$ cat config.mk
export PLATFORM = sky130hd
export DESIGN_NAME = param_instr_decoder
export DESIGN_NICKNAME = d
export VERILOG_FILES = /design/src/rtl/param_instr_decoder.sv
export SDC_FILE = /design/constraint.sdc
export NUM_CORES = 1
export LEC_CHECK = 0
export ABC_AREA = 1
export CAP_MARGIN = 10
export CORE_UTILIZATION = 60
export CTS_BUF_LIST = sky130_fd_sc_hd__clkbuf_8 sky130_fd_sc_hd__clkbuf_16
export CTS_CLUSTER_SIZE = 8
export DETAILED_ROUTE_END_ITERATION = 16
export DONT_BUFFER_PORTS = 1
export PLACE_DENSITY = 0.86
export SLEW_MARGIN = 15
export SYNTH_ARGS = -nofsm -noshare
export SYNTH_HDL_FRONTEND = slang
export SYNTH_SLANG_ARGS = --single-unit
$ cat constraint.sdc
create_clock -name clk -period 1.7 [get_ports clk]
set_input_delay 0.425 -clock clk [delete_from_list [all_inputs] [get_ports clk]]
set_output_delay 0.425 -clock clk [all_outputs]
set_load 0.01 [all_outputs]
$ cat src/rtl/param_instr_decoder.sv
// Registered instruction decode stage: valid/ready input, one-deep output
// bundle, conditional-branch evaluation, flag-hazard stall and branch
// delay-slot discard.
//
// Handshake: a word transfers on any rising edge where in_valid & in_ready;
// a bundle transfers on any rising edge where out_valid & out_ready. The
// bundle is held stable while out_valid & !out_ready, and a consume plus a
// new accept on the same edge replaces the bundle without a bubble.
module param_instr_decoder #(
  parameter int INSTR_W      = 16,
  parameter int OPCODE_W     = 6,
  parameter int NUM_ACC      = 2,
  parameter int DATA_W       = 8,
  parameter int ADDR_W       = 9,
  parameter int HAZARD_STALL = 1,
  parameter int FLUSH_SLOTS  = 1,
  localparam int ACC_W = (NUM_ACC > 1) ? $clog2(NUM_ACC) : 1
) (
  input  logic               clk,
  input  logic               reset_n,
  input  logic               in_valid,
  output logic               in_ready,
  input  logic [INSTR_W-1:0] in_instr,
  input  logic [NUM_ACC-1:0] flag_z,
  input  logic [NUM_ACC-1:0] flag_c,
  input  logic [NUM_ACC-1:0] flag_n,
  output logic               out_valid,
  input  logic               out_ready,
  output logic [ACC_W-1:0]   o_acc_sel,
  output logic [3:0]         o_alu_op,
  output logic               o_write_acc,
  output logic               o_mem_read,
  output logic               o_mem_write,
  output logic [DATA_W-1:0]  o_imm,
  output logic [ADDR_W-1:0]  o_addr,
  output logic               o_branch_taken,
  output logic               o_illegal,
  output logic [1:0]         dbg_state
);
  localparam int OPND_W = INSTR_W - OPCODE_W - ACC_W;
  localparam int HCW    = (HAZARD_STALL > 0) ? $clog2(HAZARD_STALL + 1) : 1;
  localparam int FCW    = (FLUSH_SLOTS > 0) ? $clog2(FLUSH_SLOTS + 1) : 1;

  // RUN: normal; STALL: a hazard window is open on haz_acc;
  // FLUSH: delay-slot instructions are being discarded.
  typedef enum logic [1:0] {
    ST_RUN   = 2'd0,
    ST_STALL = 2'd1,
    ST_FLUSH = 2'd2
  } state_e;

  typedef struct packed {
    logic [ACC_W-1:0]  acc_sel;
    logic [3:0]        alu_op;
    logic              write_acc;
    logic              mem_read;
    logic              mem_write;
    logic [DATA_W-1:0] imm;
    logic [ADDR_W-1:0] addr;
    logic              branch_taken;
    logic              illegal;
  } bundle_t;

  state_e             state_q, state_d;
  logic               out_valid_q, out_valid_d;
  bundle_t            bundle_q, bundle_d;
  logic [HCW-1:0]     haz_cnt_q, haz_cnt_d;
  logic [ACC_W-1:0]   haz_acc_q, haz_acc_d;
  logic [FCW-1:0]     flush_cnt_q, flush_cnt_d;

  logic [OPCODE_W-1:0] opcode;
  logic [ACC_W-1:0]    acc;
  logic [OPND_W-1:0]   operand;
  logic [1:0]          cls;
  logic [3:0]          sub;
  logic                mid_nz, acc_ok, f_z, f_c, f_n;
  bundle_t             dec;
  logic                dec_cond;
  logic                flushing, stall, accept, issue;

  // Field extraction and decode of the word currently on in_instr.
  always_comb begin
    opcode   = in_instr[INSTR_W-1 -: OPCODE_W];
    acc      = in_instr[INSTR_W-OPCODE_W-1 -: ACC_W];
    operand  = in_instr[OPND_W-1:0];
    cls      = opcode[OPCODE_W-1 -: 2];
    sub      = opcode[3:0];
    mid_nz   = 1'b0;
    for (int i = 4; i < OPCODE_W - 2; i++) mid_nz = mid_nz | opcode[i];
    acc_ok   = 1'b0;
    f_z      = 1'b0;
    f_c      = 1'b0;
    f_n      = 1'b0;
    for (int i = 0; i < NUM_ACC; i++) begin
      if (acc == ACC_W'(i)) begin
        acc_ok = 1'b1;
        f_z    = flag_z[i];
        f_c    = flag_c[i];
        f_n    = flag_n[i];
      end
    end
    dec          = '0;
    dec.acc_sel  = acc;
    dec.imm      = operand[DATA_W-1:0];
    dec.addr     = operand[ADDR_W-1:0];
    dec_cond     = 1'b0;
    if (mid_nz || !acc_ok) begin
      dec.illegal = 1'b1;
    end else begin
      case (cls)
        2'b00: begin
          dec.alu_op    = sub;
          dec.write_acc = 1'b1;
        end
        2'b01: begin
          case (sub)
            4'd0: begin
              dec.mem_read  = 1'b1;
              dec.write_acc = 1'b1;
            end
            4'd1:    dec.mem_write = 1'b1;
            default: dec.illegal   = 1'b1;
          endcase
        end
        2'b10: begin
          case (sub)
            4'd0:    dec.branch_taken = 1'b1;
            4'd1:    dec.branch_taken = f_z;
            4'd2:    dec.branch_taken = !f_z;
            4'd3:    dec.branch_taken = f_c;
            4'd4:    dec.branch_taken = !f_c;
            4'd5:    dec.branch_taken = f_n;
            4'd6:    dec.branch_taken = !f_n;
            default: dec.illegal      = 1'b1;
          endcase
          dec_cond = (sub >= 4'd1) && (sub <= 4'd6);
        end
        default: begin
          if (sub != 4'd0) dec.illegal = 1'b1;
        end
      endcase
    end
  end

  // Handshake, hazard/flush counters and next-state selection.
  always_comb begin
    flushing    = (flush_cnt_q != '0);
    stall       = in_valid && dec_cond && (acc == haz_acc_q) && (haz_cnt_q != '0);
    in_ready    = (!out_valid_q || out_ready) && !stall && reset_n;
    accept      = in_valid && in_ready;
    issue       = accept && !flushing;

    out_valid_d = out_valid_q;
    bundle_d    = bundle_q;
    if (issue) begin
      out_valid_d = 1'b1;
      bundle_d    = dec;
    end else if (out_ready) begin
      out_valid_d = 1'b0;
    end

    haz_cnt_d = haz_cnt_q;
    haz_acc_d = haz_acc_q;
    if (haz_cnt_q != '0) haz_cnt_d = haz_cnt_q - 1'b1;
    if (issue && dec.write_acc) begin
      haz_cnt_d = HCW'(HAZARD_STALL);
      haz_acc_d = acc;
    end

    flush_cnt_d = flush_cnt_q;
    if (accept && flushing) flush_cnt_d = flush_cnt_q - 1'b1;
    else if (issue && dec.branch_taken) flush_cnt_d = FCW'(FLUSH_SLOTS);

    state_d = ST_RUN;
    if (flush_cnt_d != '0) state_d = ST_FLUSH;
    else if (haz_cnt_d != '0) state_d = ST_STALL;
  end

  // State and bundle registers with synchronous active-low reset.
  always_ff @(posedge clk) begin
    if (!reset_n) begin
      state_q     <= ST_RUN;
      out_valid_q <= 1'b0;
      bundle_q    <= '0;
      haz_cnt_q   <= '0;
      haz_acc_q   <= '0;
      flush_cnt_q <= '0;
    end else begin
      state_q     <= state_d;
      out_valid_q <= out_valid_d;
      bundle_q    <= bundle_d;
      haz_cnt_q   <= haz_cnt_d;
      haz_acc_q   <= haz_acc_d;
      flush_cnt_q <= flush_cnt_d;
    end
  end

  assign out_valid      = out_valid_q;
  assign o_acc_sel      = bundle_q.acc_sel;
  assign o_alu_op       = bundle_q.alu_op;
  assign o_write_acc    = bundle_q.write_acc;
  assign o_mem_read     = bundle_q.mem_read;
  assign o_mem_write    = bundle_q.mem_write;
  assign o_imm          = bundle_q.imm;
  assign o_addr         = bundle_q.addr;
  assign o_branch_taken = bundle_q.branch_taken;
  assign o_illegal      = bundle_q.illegal;
  assign dbg_state      = state_q;
endmodule

==> results of run 1 <==
==> state kept, by name (all words and copies together), names as in the netlist <==
signal,count
haz_cnt_q,1
o_addr,2
dbg_state,2
o_imm,7
haz_acc_q,1
o_acc_sel,1
o_write_acc,1
o_mem_write,1
out_valid,1
o_illegal,1
o_mem_read,1
o_alu_op,4
o_branch_taken,1
==> critical path: cells and delay by family, from the launching register on <==
kind,cells,cell delay (ns)
buf+inv,1,0.05
flops,1,0.35
simple gates,5,0.48
==> area by class of cell <==
type,count,area (um2)
clock buffers,3,41.3
fillers,186,609
inverters,19,71.3
multi-input cells,121,531
flip-flops and latches,24,480
well taps,25,31.3
repair buffers,5,37.5
==> path summary, 6_finish.rpt <==
path	end	slack, ns	cells past startpoint
worst min-delay path	o_imm[2]	0.30	2
worst max-delay path	in_ready	0.14	6
worst min register to register	o_mem_write	0.51	2
worst max register to register	o_imm[4]	0.28	9
==> cells by family (layout without fill, tap and decap cells) <==
logic type / after synthesis / in the layout / synth area share
buffers and inverters: 35 / 27 / 0.158
AO/OA/AOI/OAI: 24 / 24 / 0.100
AND/OR/NAND/NOR: 97 / 97 / 0.342
flip-flops: 24 / 24 / 0.400
==> per-layer routing <==
layer  vias up  global-route usage  part of all wire
met3         4              0.0962             0.097
met5         -                   0                 0
met1       457               0.267              0.42
met2        46               0.383              0.47
li1        531                   -                 -
met4         0              0.0629            0.0083
==> Yosys cell counts, drive strengths merged <==
| master | instances |
|---|---|
| nand3 | 10 |
| clkbuf | 2 |
| a21oi | 22 |
| dfxtp | 24 |
| nand4 | 2 |
| nor2 | 15 |
| buf | 14 |
| inv | 19 |
| o21ai | 2 |
| nand2 | 70 |
==> power by group through the flow <==
stage	Clock, mW	Sequential, mW	Combinational [mW]
floorplan	0	0.615	0.117
global placement	0	0.623	0.110
detailed placement	0	0.624	0.116
CTS	0.326	0.611	0.117
global route	0.344	0.614	0.133
finish	0.319	0.611	0.117
==> results, run 1 <==
- The via total after detailed routing is about 1.0k.
- The final cell count without fillers is 197.
- The share of total power consumed by net switching is 0.252.
- Of all nets on the critical path, the largest fanout is 3.
- The worst path setup slack after routing is 0.141 ns.
- The startpoint identified for the worst register-to-register timing path is haz_acc_q.
- Averaged over all synthesized cells, the footprint is 6.67 um2.
- The worst setup path is of the reg -> out kind.
- between 50 and 60 I/O pins were placed.
- The startpoint identified for the worst hold timing path is in_instr[2].
- The number of antenna diodes in the final layout is 0.
- In the final routed layout, each cell accounts on average for about 12 um.
- In this run the cell area of the synthesized design comes to roughly 1200 um2.
- After legalization and detailed placement, the total HPWL measured 1850 um.
- Across every metal layer, demand over resource in global routing totals 0.228.
- The cell area power density is slightly below 900 nW/um2.
- OpenSTA, run right after detailed placement, puts the worst setup slack at 0.0902 ns.
- The number of standard cells after synthesis is 180.
- The number of clock sinks is 24.
- The DRC marker count from the first detailed-route iteration is 32.
- After routing the design area is between 1000 and 1500 um2.
- The clock share of power is 0.305.
- The hold violation count in the final report is 0.
- At the end of the flow the core is filled with cells to 0.662.
- The remaining global-route overflow is 0.
- The number of rows created at floorplan is 15.
- The power dissipated by switching net loads is 264 uW.
- Setup violations remaining at the end of the flow were counted as 0.
- The number of placed instances with taps included is around 190.
- TritonCTS built the clock tree.
- The longest individual stage delay on the worst path is 0.35 ns.
- The data arrival time at the worst-slack endpoint is around 1.1 ns.
- The number of max-slew violations in the final report is 0.
- The via count of the first global-routing pass is between 800 and 900.
- The first detailed-routing pass took 4 iterations.
- The TritonCTS buffer count is 3.
- Clock-pin slew was measured on the worst setup and hold paths at 0.08 ns.
- The tightest min-delay check is of the in -> reg type.
- The cell type with the highest occurrence count on the critical path is nand2_1.
- The clock arrives with 0.00501 ns of skew.
- STA classifies the critical path startpoint as a register.
- The share of synthesized area in the top cell type comes to 0.400.
- The number of hold buffers added after CTS was 0.
- For this run, design rule violations remaining after detail routing come to 0.
- Of the cells placed in the final design, the portion with a size suffix greater than 1 is 0.0930.
- The maximum vdd ir drop is 0.000763 V.
- In the layout the commonest cells are nand2_1 (68), dfxtp_1 (24), a21oi_1 (22), inv_1 (18), nor2_1 (12).
- Leaving out fill and tap cells, the most frequent cell in the layout is nand2_1.
- Compared with the post-synthesis result, the final layout area differs by -0.729%.
- On the critical path, the stage with the largest delay is an instance of dfxtp_1.
- Counting flops and latches in the post-synthesis netlist gives 24.
- The initial utilization of the core area, before any placement, comes to 0.667.
- The first global-routing pass estimated between 3000 and 4000 um of wire.
- The peak clock frequency supported by timing is 641 MHz.
- At the end of routability-driven placement, the weighted congestion stood at between 0.8 and 0.9.
- The chip height is between 40 and 50 um.
- The relative max-transition margin is 0.831.
- The setup total negative slack is 0 ns.
- The number of distinct standard cells referenced by the synthesized netlist is 18.
- The fraction of the yosys area taken by sequential cells is 0.400.
- Setup repair after global routing left no endpoint under its margin.
- Data on the critical path is required at its endpoint by 1.27 ns.
- The internal power is about 780 uW.
- The signal on the critical path passes through inv_1 > nand2_1 > nand2_1 > nand4_2 > nand2_1 > nor2_1.
- The number of gates resized after cts is 0.
- The yosys synthesis warning count is 0.
- The die footprint is ~2200 um2.
- Wires add up to around 2400 um.
- The slew at the pin with the worst max-slew slack is between 0.2 and 0.3 ns.
- The number of nets produced by synthesis is around 210.
- In this run the remaining antenna-violating nets after routing total 0.
- The total area inside the core boundary comes to about 1800 um2.
- Max-cap violations in this run came to 0.
- The leading area contributor after synthesis is dfxtp_1.
- The maximum buffer depth of the clock tree is 2.
- The clock reaches the later pin of the worst-skew pair after about 0.26 ns.
- The maximum number of pins on one net before global-route repair is 22.
- The buffers inserted during post-CTS setup optimization is 0.
- The share of total power dissipated in combinational logic is 0.111.
- The total power after layout is approximately 1.0 mW.
- In this run the cell area measured after placement is around 1200 um2.
- The static leakage is 0.545 nW.
- Dividing the detail-routed via count by the number of cells gives around 5.3.
- In this run the worst setup path begins at haz_acc_q.
- The initial antenna violation count is 0.
- At the end of the flow, the number of nets in the layout was 200.
- In the post-synthesis netlist, the biggest area contributors are dfxtp_1 (40%), nand2_1 (21%), a21oi_1 (9.2%).
- The tree is rooted in a clkbuf_8.
- The worst slack on hold paths is between 0.2 and 0.3 ns.
- The element type at the critical path end is a primary output.
- Of the available clock period, the critical path in the final layout requires 0.917.
- The flow ran to the end, and the final reports show no timing, DRC or antenna violations.
- The die span in x is between 40 and 50 um.
- In this run the number of H-tree levels came out at 1.
- The worst path needs between 1.5 and 2 ns of the cycle, external delays included.
- Of the total power, registers draw 0.584.
- Input and output buffers added on the ports amount to 0.
Power figures use the tool's default switching activity.
==> inputs of run 2 (changes only) <==
Settings changed: CORE_UTILIZATION 60 to 49, PLACE_DENSITY 0.86 to 0.74.
==> run 2 against run 1 <==
Against the previous run:
- flip-flop and latch count stayed put
- critical endpoint unchanged
- clock power is 2% higher
- first-iteration DRC count is 56% lower
- setup slack better by 0.025 ns
- cell count is 1.5% higher
- worst hold slack worse by 0.0038 ns
- die area is 21% higher
- highest routed layer unchanged
- combinational power hardly changed
- core utilization is 13 points lower
- non-clock buffer count stayed put
==> results, run 2 (synthesized netlist as in run 1, its figures left out) <==
- The flow ran to the end, and the final reports show no timing, DRC or antenna violations.
- The worst setup path is captured at a primary output.
- The placed standard-cell area is 1150 um2 (+0.33%).
- The post-route clock period utilization came to 0.903 (-0.0145).
- The die span in x is 51.5 um (+10%).
- The worst setup path is launched from a register.
- The number of rows created at floorplan was 17 (+2).
- The wire length of the first global-routing pass came to 3950 um (+11%).
- The relative max-transition margin is 0.801 (-0.0300).
- The via count of the first global-routing pass came to 948 (+5.9%).
- The remaining global-route overflow is 0 (unchanged).
- The insertion delay to the later sink of the worst-skew pair is 0.26 ns (about the same).
- The placer congestion estimate is 0.871 (-2.1%).
- The maximum vdd ir drop is 0.000667 V (-13%).
- The slew at the pin with the worst max-slew slack is 0.299 ns (+0.0450 ns).
- The total setup violations reported at the end of the flow came to 0 (unchanged).
- The data required time of the worst path is 1.27 ns (about the same).
- The effective utilization at floorplan is 0.533 (-0.134).
- The peak clock frequency supported by timing came to 652 MHz (+1.6%).
- Setup repair after global routing left no endpoint under its margin.
- The most common library cell in the layout ignoring fill and taps is nand2_1.
- The die footprint is 2650 um2 (+21%).
- The number of top-level design ports came to 57 (unchanged).
- The total wire length after detailed routing is 2380 um (-0.75%).
- TritonCTS built the clock tree.
- The number of placed instances with taps included is 197 (+1.5%).
- The buffers inserted during post-CTS setup optimization is 0 (unchanged).
- The peak fanout along the critical path was 3 (unchanged).
- The DRC marker count from the first detailed-route iteration is 14 (-56%).
- The core area is 2250 um2 (+25%).
- The clock slew seen by the registers of the worst setup and hold paths was 0.08 ns (about the same).
- The total power after layout came to 1.05 mW (+0.41%).
- The via total after detailed routing was 999 (-3.8%).
- The routed wire length per instance is 11.9 um (-2.2%).
- The chip height is 51.5 um (+10%).
- The setup total negative slack came to 0 ns (unchanged).
- The number of max-slew violations in the final report is 0 (unchanged).
- The first-pass iteration count of the detailed router is 4 (unchanged).
- The global-route usage over all layers is 0.201 (-0.0270).
- The fraction of layout instances using a drive strength above 1 is 0.0988 (+0.00581).
- The number of clock sinks is 24 (unchanged).
- The number of max-cap violations is 0 (unchanged).
- The class of the tightest hold or removal check is in -> reg.
- In the layout the commonest cells are nand2_1 (68), dfxtp_1 (24), a21oi_1 (22), inv_1 (18), nor2_1 (11).
- The post-detailed-route via-to-cell ratio is 5.00 (-5.2%).
- The count of input and output buffers came to 0 (unchanged).
- The time the final worst path needs with I/O delays and setup is 1.53 ns (-0.0246 ns).
- The setup path with the least slack is of type reg -> out.
- The flip-flop count of the largest register, all copies and words added is 7 (unchanged).
- The maximum buffer depth of the clock tree came to 2 (unchanged).
- The level count of the clock H-tree is 1 (unchanged).
- The area of all placed cells without fillers came to 1200 um2 (+0.52%).
- The detailed-placement wirelength estimate came to 1920 um (+3.9%).
- The clock skew after layout is 0.00840 ns (+0.00339 ns).
- The number of nets in the final layout is 200 (unchanged).
- The cell area power density came to 877 nW/um2 (-0.12%).
- The initial antenna violation count is 0 (unchanged).
- The TritonCTS buffer count is 3 (unchanged).
- The maximum number of pins on one net before global-route repair is 22 (unchanged).
- The area overhead of the layout relative to synthesis is -0.208%.
- The count of antenna-violating nets left after detailed routing is 0 (unchanged).
- The final cell count without fillers is 200 (+1.5%).
- The static leakage is 0.545 nW (about the same).
- The hold violation count in the final report came to 0 (unchanged).
- The remaining routing DRC violations is 0 (unchanged).
- The clock tree root driver cell is clkbuf_8.
- The data arrival time at the worst-slack endpoint is 1.11 ns (-0.02 ns).
- The total inserted antenna cells was 0 (unchanged).
==> run 2: cell counts in the layout (fill, tap and decap cells not counted) <==
No cell type changed its count.
==> run 2: metal layers <==
metal | part of all wire | global-route usage | wire (um) | up-vias
li1 | - | - | - | 528
met1 | 0.44 | 0.256 | 1050 | 439
met2 | 0.44 | 0.303 | 1060 | 30
met3 | 0.11 | 0.0848 | 256 | 2
met4 | 0.0067 | 0.0676 | 16 | 0
met5 | 0 | 0 | 0 | -
==> run 2: path summary, 6_finish.rpt <==
path / startpoint / endpoint / slack, ns / depth (start not counted)
worst max-delay path: haz_acc_q / in_ready / 0.17 / 6
worst min-delay path: reset_n / o_write_acc / 0.29 / 2
worst max register to register: out_valid / o_imm[4] / 0.30 / 6
worst min register to register: o_alu_op[0] / o_alu_op[0] / 0.51 / 2
==> run 2: final cells by class <==
class,count,area [um2]
fill,248,1060
multi-input combinational,121,533
sequential,24,480
inverter,19,71.3
clock buffer,3,41.3
timing repair buffer,5,37.5
tap,28,35.0
==> run 2: metrics by stage <==
stage	utilization	hold WS [ns]	setup WS (ns)
2_1_floorplan	-	0.488	0.286
3_3_place_gp	0.512	0.500	0.209
3_5_place_dp	0.512	0.504	0.109
4_1_cts	0.531	0.292	0.122
5_1_grt	0.532	0.299	0.0360
6_report	0.532	0.294	0.165
==> run 2: worst max-delay path, cell delays in order, from the launching register on <==
cell     delay (ns)
dfxtp_1        0.36
inv_1          0.05
nand2_1        0.05
nand2_1        0.06
nand4_2        0.12
nand2_1        0.07
nor2_2         0.14
==> run 2: report_power, final <==
part           switching [mW]  leakage (nW)  total [mW]  internal [mW]
clock                   0.168        0.0216       0.326          0.158
combinational          0.0712         0.328       0.114         0.0426
sequential             0.0287         0.195       0.611          0.582
==> run 2: timing repair <==
item	4_1_cts	5_1_grt
setup endpoints to repair	0	1
gates resized for setup	0	1
hold buffers	0	0
